===== src/rtl/iig_row_integrator.sv =====
// Row-at-a-time integral image of an 8-bit pixel stream. The previous row's
// integral values live in an external ping-pong line buffer (read one half, write the other).
module iig_row_integrator #(
  parameter int WIDTH  = 80,
  parameter int HEIGHT = 100,
  parameter int SUMW   = 21
) (
  input  logic            iClk,
  input  logic            iReset_n,
  input  logic            iStart,
  input  logic            iValid,
  input  logic [7:0]      iPixel,
  output logic            oReady,
  output logic            oValid,
  output logic [SUMW-1:0] oData,
  output logic            oFrameDone,
  output logic            oPPSelect,
  output logic            oPPRdreq,
  output logic            oPPWrreq,
  output logic [SUMW-1:0] oPPData,
  input  logic [SUMW-1:0] iPPData,
  input  logic            iPPEmpty,
  output logic            oError
);

  // state   | meaning
  // S_IDLE  | waiting for iStart; counters cleared on start
  // S_ROW   | accepting pixels of the current row
  // S_DRAIN | pipeline flush until the row's final write is issued
  // S_SWAP  | toggle ping-pong select, advance row or finish frame

  localparam int CW  = $clog2(WIDTH + 1);
  localparam int RW  = $clog2(HEIGHT + 1);
  localparam int RSW = 15;
  localparam logic [CW-1:0] LAST_COL  = CW'(WIDTH - 1);
  localparam logic [RW-1:0] LAST_ROW  = RW'(HEIGHT - 1);
  localparam logic [1:0]    DRAIN_CYC = 2'd2;

  typedef enum logic [1:0] {S_IDLE, S_ROW, S_DRAIN, S_SWAP} state_t;

  state_t          state_q, state_d;
  logic [CW-1:0]   col_q, col_d;
  logic [RW-1:0]   row_q, row_d;
  logic [RSW-1:0]  rowsum_q, rowsum_d;
  logic [1:0]      drain_q, drain_d;
  logic            sel_q, sel_d;
  logic            err_q, err_d;
  logic            v1_q, v1_d;
  logic            rd1_q, rd1_d;
  logic            val_q, val_d;
  logic [SUMW-1:0] data_q, data_d;
  logic            wr_q, wr_d;
  logic            done_pend_q, done_pend_d;
  logic            done_q, done_d;
  logic            accept;
  logic            rdreq;
  logic            last_row;

  always_ff @(posedge iClk) begin
    if (!iReset_n) begin
      state_q     <= S_IDLE;
      col_q       <= '0;
      row_q       <= '0;
      rowsum_q    <= '0;
      drain_q     <= '0;
      sel_q       <= 1'b0;
      err_q       <= 1'b0;
      v1_q        <= 1'b0;
      rd1_q       <= 1'b0;
      val_q       <= 1'b0;
      data_q      <= '0;
      wr_q        <= 1'b0;
      done_pend_q <= 1'b0;
      done_q      <= 1'b0;
    end else begin
      state_q     <= state_d;
      col_q       <= col_d;
      row_q       <= row_d;
      rowsum_q    <= rowsum_d;
      drain_q     <= drain_d;
      sel_q       <= sel_d;
      err_q       <= err_d;
      v1_q        <= v1_d;
      rd1_q       <= rd1_d;
      val_q       <= val_d;
      data_q      <= data_d;
      wr_q        <= wr_d;
      done_pend_q <= done_pend_d;
      done_q      <= done_d;
    end
  end

  always_comb begin
    state_d     = state_q;
    col_d       = col_q;
    row_d       = row_q;
    rowsum_d    = rowsum_q;
    drain_d     = drain_q;
    sel_d       = sel_q;
    done_pend_d = 1'b0;

    last_row = (row_q == LAST_ROW);
    accept   = iValid && (state_q == S_ROW);
    rdreq    = accept && (row_q != '0);

    // Stage 1 holds the updated rowsum; iPPData arrives alongside it.
    v1_d   = accept;
    rd1_d  = rdreq;
    val_d  = v1_q;
    data_d = data_q;
    if (v1_q) begin
      data_d = SUMW'(rowsum_q) + (rd1_q ? iPPData : '0);
    end
    wr_d   = v1_q && !last_row;
    err_d  = err_q || (rdreq && iPPEmpty);
    done_d = done_pend_q;

    case (state_q)
      S_IDLE: begin
        if (iStart) begin
          state_d  = S_ROW;
          col_d    = '0;
          row_d    = '0;
          rowsum_d = '0;
          err_d    = 1'b0;
        end
      end
      S_ROW: begin
        if (accept) begin
          rowsum_d = rowsum_q + RSW'(iPixel);
          col_d    = col_q + CW'(1);
          if (col_q == LAST_COL) begin
            state_d = S_DRAIN;
            drain_d = DRAIN_CYC - 2'd1;
          end
        end
      end
      S_DRAIN: begin
        if (drain_q == '0) begin
          state_d = S_SWAP;
        end else begin
          drain_d = drain_q - 2'd1;
        end
      end
      S_SWAP: begin
        sel_d    = !sel_q;
        rowsum_d = '0;
        col_d    = '0;
        if (last_row) begin
          done_pend_d = 1'b1;
          row_d       = '0;
          state_d     = S_IDLE;
        end else begin
          row_d   = row_q + RW'(1);
          state_d = S_ROW;
        end
      end
      default: state_d = S_IDLE;
    endcase
  end

  assign oReady     = (state_q == S_ROW);
  assign oValid     = val_q;
  assign oData      = data_q;
  assign oFrameDone = done_q;
  assign oPPSelect  = sel_q;
  assign oPPRdreq   = rdreq;
  assign oPPWrreq   = wr_q;
  assign oPPData    = data_q;
  assign oError     = err_q;

endmodule


===== config.mk =====
export PLATFORM = sky130hd
export DESIGN_NAME = iig_row_integrator
export DESIGN_NICKNAME = d
export VERILOG_FILES = /design/src/rtl/iig_row_integrator.sv
export SDC_FILE = /design/constraint.sdc
export NUM_CORES = 1
export LEC_CHECK = 0
export ABC_AREA = 1
export ABC_CLOCK_PERIOD_IN_PS = 4930
export BUFFER_PORTS_ARGS = -buffer_cell sky130_fd_sc_hd__buf_4
export CAP_MARGIN = 20
export CORE_MARGIN = 5
export CORE_UTILIZATION = 25
export DETAILED_ROUTE_END_ITERATION = 16
export GPL_TIMING_DRIVEN = 0
export PLACE_DENSITY_LB_ADDON = 0.15
export SYNTH_ARGS = -nofsm -noshare
export SYNTH_HDL_FRONTEND = slang
export SYNTH_SLANG_ARGS = --single-unit

===== constraint.sdc =====
create_clock -name iClk -period 4.93 [get_ports iClk]
set_input_delay 0.2465 -clock iClk [delete_from_list [all_inputs] [get_ports iClk]]
set_output_delay 0.2465 -clock iClk [all_outputs]
set_load 0.005 [all_outputs]

==> results.md, run 1 <==
* Placer Congestion at 0.821
* Bufs on Longest Clock Path at 2
* H-tree depth at 3
* CP arrival at just under 3 ns
* Core area at 0.0172 mm2
* Max-slew headroom at 60.2%
* Avg Cell Area, Syn at around 6.3 um2
* Area leader, netlist: dfxtp_1
* Ranking of synthesized cells by area: dfxtp_1 (29%), nand2_1 (18%), inv_1 (9.4%)
* Crit path kind: flop to flop
* Crit start category: flop
* Final net count at 853
* PD cells at 334 mW/mm2
* Residual DRC at 0
* Clock sinks at 62
* Antenna-violating nets left at 0
* CTS tree: yes
* Post-Layout Cell Count at ~1,000
* # rows at 48
* Routed vias/inst at approximately 4.2
* Worst Tran Pin Value at ~0.6 ns
* I/O pin count at just over 80
* FMAX at 0.365 GHz
* Synth unique cells at 42
* Status: finished, final reports clean
* Antenna cells at 0
* R2R depth at 17
* CTS Root Cell: clkbuf_16
* Largest net degree at the start of global routing at 11
* Via Count at 4,228
* Resized Gates After CTS at 0
* R2R Setup Slk at between 2 and 2.5 ns
* Netlist Area Pre-Place at ~0.0043 mm2
* Final wirelength at 12.2 mm
* Leak pwr at 3.03 nW
* Hold_ws at 0.172 ns
* Number of synthesized flops with an enable pin at 0
* Clock latency on the worst-skew pair at 0.33 ns
* Number of max-cap violations at 0
* Final setup viols at 0
* Reg2Reg Capture Point: oData[20]
* Port bufs at 82
* TNS Setup at 0 ns
* Initial core utilization at between 20% and 30%
* Final Hold Violating Endpoints at 0
* Worst r2r src: rd1_q
* Total grt overflow at 0
* #FFs+latches synth at 62
* Fin Clk Skew at 0.00503 ns
* Design Area, Final at between 0.005 and 0.006 mm2
* Wirelength per Cell at around 12 um
* Number of global-route vias before repair at 4,007
* RSZ-0062 raised after global routing: false
* Most frequent cells in the layout: nand2_1 (212), inv_1 (109), buf_4 (103)
* First-pass GRT wire length at 19.7 mm
* Required @ worst endpoint at slightly above 5 ns
* Sequential share of the synthesized area at 28.6%
* Yosys warning count at 0
* Layout cells sized above 1 at 16.6%
* Worst-path clk slew at 0.05 ns
* Post-detail-place hpwl at ~10 mm
* Async set-reset flop share out of synthesis at 0%
* Min-delay worst type: input pin to flop
* CP Capture Type: flop
* Postcts setup bufs at 0
* Pre-antenna DRT Iters at 4
* Max FO, Critical Path at 10
* Die area at a little over 0.02 mm2
* # hold bufs at CTS at 0
* Die Y at 142 um
* Placed cell count at 1,000
* Num CTS Buffers at 9
* Total track usage at between 10% and 20%
* Source of the critical timing path: rd1_q
* Area Growth Syn to Fin at 28.4%
* Period utilization at a little under three fifths
* Slew Limit Fails at 0
* Hold_sp: iPPEmpty
* VDD IR-drop max at 0.168 mV
* Filler cells at 1,930
* Worst Setup EP: oData[20]
* Placed inst area at 0.00524 mm2
* Initial antenna violation count at 0
* Synth Flop Type: dfxtp_1
* Syn Inst Count at roughly 690
* Most common cell after layout, fill and taps aside: nand2_1
* Die X at ~140 um
* Synth top area share at between 20 and 30%
* Initial DRC count at 199
* Syn_nets at 760
* Post-route minimum period at 2.74 ns
routing by layer:
layer	global-route usage (%)	vias up	wire length, um	part of all wire (%)
li1	-	2338	-	-
met1	15.6	1815	5620	46
met2	21.1	73	5840	48
met3	3.47	2	658	5.4
met4	2.93	0	51	0.42
met5	0	-	0	0
synth_stat cells (2+ instances only):
cell,count
o21ai_0,30
and2_1,2
inv_1,109
nand2_1,212
xnor2_1,4
nand3_1,40
o21a_1,2
buf_2,2
fa_1,2
inv_2,2
ha_1,31
nor3_1,16
nor3b_1,3
a21oi_1,47
buf_4,21
buf_6,2
xor2_1,6
dfxtp_1,62
o211ai_1,2
nor2_1,67
nand4_1,3
o21bai_1,2
nand3b_1,3
clkbuf_1,5
critical path, stage by stage (launching register included):
cell and delay [ns]:
dfxtp_1 0.39, buf_2 0.27, buf_1 0.39, nand2_1 0.09, inv_1 0.08, ha_1 0.21, fa_1 0.28, nand3_1 0.09
nand3_1 0.17, nand2_1 0.07, nand2_1 0.11, nand2_1 0.08, nand2_1 0.10, nand2_1 0.06, nand2_1 0.06, nand3_1 0.06
nand2_1 0.08, inv_1 0.03
final cells by class:
class | count | area (um2) | area share, %
multi-input cells | 488 | 2470 | 44.3
flip-flops and latches | 62 | 1240 | 22.3
repair buffers | 82 | 616 | 11.0
inverters | 112 | 420 | 7.54
well taps | 225 | 282 | 5.05
clock buffers | 13 | 270 | 4.85
plain buffers | 31 | 213 | 3.81
clock inverters | 3 | 65.1 | 1.17
stage by stage:
step	setup WS, ns	util, %	total power (W)
floorplan	2.72	-	0.000969
global route	1.78	32.5	0.00201
CTS	2.10	32.5	0.00191
global placement	2.13	30.5	0.00117
detailed placement	2.12	30.5	0.00117
finish	2.19	32.5	0.00186
registers in the layout, indices dropped and copies added (netlist names), 2 cells and up:
name,cells
col_q,7
state_q,2
rowsum_q,15
oData,21
row_q,7
drain_q,2
power breakdown:
group | internal [W] | switching [W] | total, W
registers | 0.000559 | 0.0000479 | 0.000607
clock network | 0.000483 | 0.000228 | 0.000712
logic | 0.000232 | 0.000314 | 0.000546
total | 0.00127 | 0.000591 | 0.00186
logic make-up after synthesis:
group,share of synthesized area [%]
compound gates,11.5
xor+xnor,2.02
fa+ha+maj,9.85
buf+inv,14.6
flops,28.6
simple gates,33.5
worst min path at each step:
stage,slack (ns),to,cells past startpoint
after floorplan,0.38,oError,2
after global placement,0.41,oFrameDone,2
after detailed placement,0.41,oFrameDone,2
after CTS,0.15,oError,3
after global routing,0.17,oError,3
final,0.17,oError,3
(Power assumes the default switching activity.)
==> run 2: changes to the inputs <==
--- a/config.mk
+++ b/config.mk
@@ -5,8 +5,8 @@
 export SDC_FILE = /design/constraint.sdc
 export NUM_CORES = 1
 export LEC_CHECK = 0
-export ABC_AREA = 1
-export ABC_CLOCK_PERIOD_IN_PS = 4930
+export ABC_AREA = 0
+export ABC_CLOCK_PERIOD_IN_PS = 2600
 export BUFFER_PORTS_ARGS = -buffer_cell sky130_fd_sc_hd__buf_4
 export CAP_MARGIN = 20
 export CORE_MARGIN = 5
==> constraint.sdc (replaced) <==
create_clock -name iClk -period 2.6 [get_ports iClk]
set_input_delay 0.13 -clock iClk [delete_from_list [all_inputs] [get_ports iClk]]
set_output_delay 0.13 -clock iClk [all_outputs]
set_load 0.005 [all_outputs]
==> run 2 against run 1 <==
Against the previous run: maximum frequency grew 10%; total power up 81%; sequential share of layout area grew 1.0 points; utilization rose by 2.5 points; sequential cell count stayed put; synthesized cell count decreased by 31%; critical path depth shrank 8; clock power increased by 76%; sequential power rose by 85%; largest cell class unchanged.
==> results.md, run 2 <==
* I/O pin count at 83
* Layout cells sized above 1 at 26.2%
* FMAX at 0.404 GHz
* Max reg flops at 21
* Crit path kind: flop to flop
* Clock sinks at between 60 and 70
* CP Capture Type: flop
* Core area at 0.0153 mm2
* Syn Inst Count at ~480
* Max-slew headroom at 55.9%
* Antenna cells at 0
* PD cells at 632 mW/mm2
* Num CTS Buffers at 9
* Worst Tran Pin Value at 0.654 ns
* Yosys warning count at 0
* H-tree depth at 3
* Total track usage at around 13%
* Number of global-route vias before repair at 3,664
* Clock latency on the worst-skew pair at 0.34 ns
* Initial DRC count at 157
* Ranking of synthesized cells by area: dfxtp_1 (32%), ha_1 (9.9%), a21oi_1 (5.1%)
* TNS Setup at 0 ns
* Initial antenna violation count at 0
* Area Growth Syn to Fin at 36.7%
* # rows at 45
* Residual DRC at 0
* Avg Cell Area, Syn at 8.20 um2
* Placer Congestion at roughly 0.83
* Final Power at 0.00338 W
* #FFs+latches synth at 62
* Pre-antenna DRT Iters at 4
* Status: finished, final reports clean
* Port bufs at 81
* Area leader, netlist: dfxtp_1
* First-pass GRT wire length at 18.7 mm
* Post-detail-place hpwl at 8.92 mm
* Bufs on Longest Clock Path at 2
* Sequential share of the synthesized area at 31.7%
* Slowest Stage Delay on Critical Path at 0.40 ns
* Final Hold Violating Endpoints at 0
* Critical Path Slowest Stage Cell: a221o_2
* Die area at 0.0182 mm2
* Via Count at approximately 3,700
* Slew Limit Fails at 0
* Fin Clk Skew at between 0.006 and 0.007 ns
* Most common cell after layout, fill and taps aside: buf_4
* Routed vias/inst at between 4 and 5
* Async set-reset flop share out of synthesis at 0%
* Initial core utilization at 25.6%
* CTS Root Cell: clkbuf_16
* VDD IR-drop max at 0.301 mV
* Largest net degree at the start of global routing at 14
* Worst-path clk slew at 0.06 ns
* Final wirelength at 11.6 mm
* Final net count at between 600 and 700
* Final setup viols at 0
* Most frequent cell after synthesis: dfxtp_1
* Post-route minimum period at 2.48 ns
* Most frequent cells in the layout: buf_4 (110), dfxtp_1 (61), nor2_1 (41)
* Total grt overflow at 0
* Required @ worst endpoint at 2.83 ns
* CP arrival at 2.70 ns
* CTS tree: yes
* Hold_ws at around 0.070 ns
* Crit-path cells: clkbuf_16 -> and2_4 -> ha_4 -> fa_2 -> a21o_1 -> a221o_2 -> a221oi_4 -> a21oi_2 -> a221o_1
* Syn_nets at 544
* Period utilization at a little over nine tenths
* Synth Flop Type: dfxtp_1
* Synth unique cells at just under 60
* Die Y at 135 um
* Synth cell count leaders: dfxtp_1 (62), nor2_1 (41), a21oi_1 (40)
* Number of synthesized flops with an enable pin at 0
* Die X at roughly 140 um
* RSZ-0062 raised after global routing: true
* Min-delay worst type: input pin to flop
* Leak pwr at 2.21 nW
* Crit start category: flop
* Number of max-cap violations at 0
* Netlist Area Pre-Place at ~0.004 mm2
* Antenna-violating nets left at 0
* Synth top area share at 31.7%
* Max FO, Critical Path at 5
* Wirelength per Cell at 14.6 um
==> run 2: final cells by class <==
cell class / count / area, um2
timing repair buffer: 92 / 712
multi-input combinational: 362 / 2520
inverter: 17 / 63.8
sequential: 62 / 1240
buffer: 34 / 228
tap: 211 / 264
fill: 1651 / 9910
clock buffer: 9 / 225
clock inverter: 7 / 81.3
==> run 2: power breakdown <==
group / internal (W) / leakage, nW / switching (W)
clock network: 0.000755 / 0.147 / 0.000497
logic: 0.000405 / 1.56 / 0.000605
registers: 0.00103 / 0.502 / 0.0000835
==> run 2: cell families after synthesis <==
group,after synthesis,synth area share [%]
flip-flops,62,31.7
AND/OR/NAND/NOR,177,23.4
adder cells (fa/ha/maj),33,10.9
XOR/XNOR,29,6.50
AO/OA/AOI/OAI,114,18.0
buffers and inverters,53,7.10
multiplexers,9,2.30
==> run 2: critical path: cells and delay by family (launching register included) <==
kind,cells,cell delay [ns]
AND/OR/NAND/NOR,1,0.13
adder cells (fa/ha/maj),2,0.50
buffers and inverters,1,0.15
AO/OA/AOI/OAI,5,1.21
flip-flops,1,0.38
==> run 2: path summary, 6_finish.rpt <==
| path | from | end | slack (ns) | cells past startpoint |
|---|---|---|---|---|
| hold reg to reg | done_d | oFrameDone | 0.46 | 1 |
| setup / recovery | rd1_q | oData[12] | 0.12 | 9 |
| hold / removal | iPPData[18] | oData[18] | 0.07 | 3 |
| setup reg to reg | rd1_q | oData[12] | 0.12 | 9 |
==> run 2: timing repair <==
item,4_1_cts,5_1_grt
cloned,1,0
hold buffers,1,0
endpoints found under the hold margin,1,0
buffers inserted,7,2
gates resized for setup,21,11
pin swaps,7,7
setup endpoints to repair,15,13
==> run 2: routing by layer <==
metal / up-vias / GRT usage (%) / part of all wire (%)
li1: 1894 / - / -
met1: 1726 / 15.4 / 43
met2: 73 / 22.9 / 51
met3: 12 / 3.39 / 4.5
met4: 0 / 3.98 / 1.6
met5: - / 0 / 0
==> run 2: stage by stage <==
stage | util, % | setup slack, ns | cells | instance area (um2)
detailed placement | 31.3 | -0.643 | 769 | 4780
floorplan | - | 0.00588 | 477 | 3910
finish | 35.0 | 0.124 | 794 | 5340
CTS | 34.7 | -0.108 | 793 | 5290
global placement | 31.3 | -0.589 | 769 | 4780
global route | 35.0 | -0.00102 | 794 | 5340
==> run 3: changes to the inputs <==
--- a/config.mk
+++ b/config.mk
@@ -14,6 +14,8 @@
 export DETAILED_ROUTE_END_ITERATION = 16
 export GPL_TIMING_DRIVEN = 0
 export PLACE_DENSITY_LB_ADDON = 0.15
+export SETUP_SLACK_MARGIN = 0.15
+export SLEW_MARGIN = 20
 export SYNTH_ARGS = -nofsm -noshare
 export SYNTH_HDL_FRONTEND = slang
 export SYNTH_SLANG_ARGS = --single-unit
==> run 3 against run 2 <==
Against the previous run: sequential power hardly changed; largest cell class unchanged; sequential share of layout area is 1.2 points lower; clock power hardly changed; global-route usage is 0.093 points higher; critical endpoint is now oData[8]; count of clock-buffer cells in the layout is 1 higher.
==> results.md, run 3 (synthesis results as in run 2) <==
* CP arrival at 2.76 ns
* Worst r2r src: rd1_q
* Routed vias/inst at 4.61
* Filler cells at 1,558
* PD cells at around 610 mW/mm2
* CP Capture Type: flop
* Max FO, Critical Path at 4
* Total track usage at between 10% and 20%
* Post-Layout Cell Count at slightly above 800
* Final net count at 658
* R2R depth at 12
* Number of global-route vias before repair at 3,728
* Worst Tran Pin Value at around 0.73 ns
* First-pass GRT wire length at 18.9 mm
* CTS tree: yes
* Layout cells sized above 1 at between 30 and 40%
* Min-delay worst type: input pin to flop
* Final Hold Violating Endpoints at 0
* # rows at 45
* Initial core utilization at 25.6%
* Clock sinks at between 60 and 70
* RSZ-0062 raised after global routing: true
* Largest net degree at the start of global routing at 13
* Antenna-violating nets left at 0
* Most frequent cells in the layout: buf_4 (119), dfxtp_1 (61), nor2_1 (39)
* Post-route minimum period at 2.55 ns
* Worst-path clk slew at 0.06 ns
* Final wirelength at between 10 and 15 mm
* Hold_ws at 0.0587 ns
* Fin Clk Skew at 0.00911 ns
* Pre-antenna DRT Iters at 4
* Initial DRC count at 186
* CTS Root Cell: clkbuf_16
* Slew Limit Fails at 0
* Core area at 0.0153 mm2
* Port bufs at 81
* Status: finished, final reports clean
* Placed cell count at 769
* Num CTS Buffers at 9
* Clock latency on the worst-skew pair at 0.34 ns
* FMAX at 0.392 GHz
* Initial antenna violation count at 0
* Source of the critical timing path: rd1_q
* Crit start category: flop
* Wirelength per Cell at about 14 um
* Reg2Reg Capture Point: oData[8]
* H-tree depth at 3
* Via Count at 3,722
* Placer Congestion at 0.816
* Hold Path Stages at 3
* Max reg flops at 21
* Die area at 0.0182 mm2
* Period utilization at 98.1%
* Required @ worst endpoint at 2.81 ns
* Bufs on Longest Clock Path at 2
* Final setup viols at 0
* Die X at 135 um
* Residual DRC at 0
* Post-detail-place hpwl at about 8.9 mm
* Die Y at approximately 140 um
* R2R Setup Slk at 0.05 ns
* Area Growth Syn to Fin at 43.5%
* Worst Hold End: oData[18]
* Total grt overflow at 0
* Most common cell after layout, fill and taps aside: buf_4
* Crit path kind: flop to flop
* VDD IR-drop max at 0.309 mV
* Max-slew headroom at 50.8%
* Number of max-cap violations at 0
* I/O pin count at 83
* Leak pwr at 2.28 nW
* Hold_sp: iPPData[18]
* Antenna cells at 0
==> run 3: cell types whose count changed in the layout (fill, tap and decap cells not counted), sizes merged <==
cell,delta
buf,+14
inv,-2
clkinvlp,+1
==> run 3: where the power goes <==
group,switching [W],internal [W],leakage [nW]
Sequential,0.0000854,0.00103,0.501
Clock,0.000470,0.000748,0.139
Combinational,0.000615,0.000445,1.64
Total,0.00117,0.00223,2.28
==> run 3: critical path: stages, from the launching register on <==
cell      delay [ns]
dfxtp_2         0.33
buf_8           0.13
buf_8           0.12
and2_4          0.13
ha_4            0.15
fa_2            0.34
a21o_1          0.18
a221o_2         0.39
buf_4           0.15
a21boi_2        0.15
buf_4           0.14
xor2_2          0.14
o21ai_1         0.07
==> run 3: what timing repair did <==
item,4_1_cts,5_1_grt
cloned,1,0
buffers inserted,15,5
pin swaps,16,12
endpoints found under the setup margin,14,30
endpoints found under the hold margin,1,0
gates resized for setup,39,28
hold buffers,1,0
==> run 3: per-stage QoR <==
step | setup TNS, ns | utilization (%) | instance area (um2) | setup slack [ns] | power [W]
2_1_floorplan | 0 | - | 3950 | 0.109 | 0.00179
3_3_place_gp | -1.87 | 31.6 | 4820 | -0.353 | 0.00210
3_5_place_dp | -1.69 | 31.6 | 4820 | -0.352 | 0.00212
4_1_cts | -0.0505 | 35.6 | 5440 | -0.0505 | 0.00339
5_1_grt | -0.142 | 36.8 | 5610 | -0.0339 | 0.00364
6_report | 0 | 36.8 | 5610 | 0.0488 | 0.00340
==> run 3: how the worst max path moves through the flow <==
stage                 to  slack, ns  depth (start not counted)
2_1_floorplan  oData[12]       0.11                         10
3_3_place_gp   oData[20]      -0.35                         11
3_5_place_dp   oData[20]      -0.35                         11
4_1_cts        oData[12]      -0.05                         10
5_1_grt        oData[16]      -0.03                         12
6_report        oData[8]       0.05                         12
==> run 3: area by class of cell <==
cell class	instances	area (um2)	area share, %
inverter	17	63.8	1.14
timing repair buffer	103	796	14.2
sequential	62	1240	22.1
clock inverter	6	71.3	1.27
clock buffer	10	229	4.08
buffer	36	249	4.44
multi-input combinational	362	2700	48.0
tap	211	264	4.71
==> run 3: layer usage <==
layer | GRT usage (%) | up-vias | routed length, um
met5 | 0 | - | 0
met4 | 4.65 | 0 | 178
met3 | 2.27 | 12 | 387
met2 | 23.3 | 64 | 6050
met1 | 15.8 | 1727 | 5030
li1 | - | 1919 | -
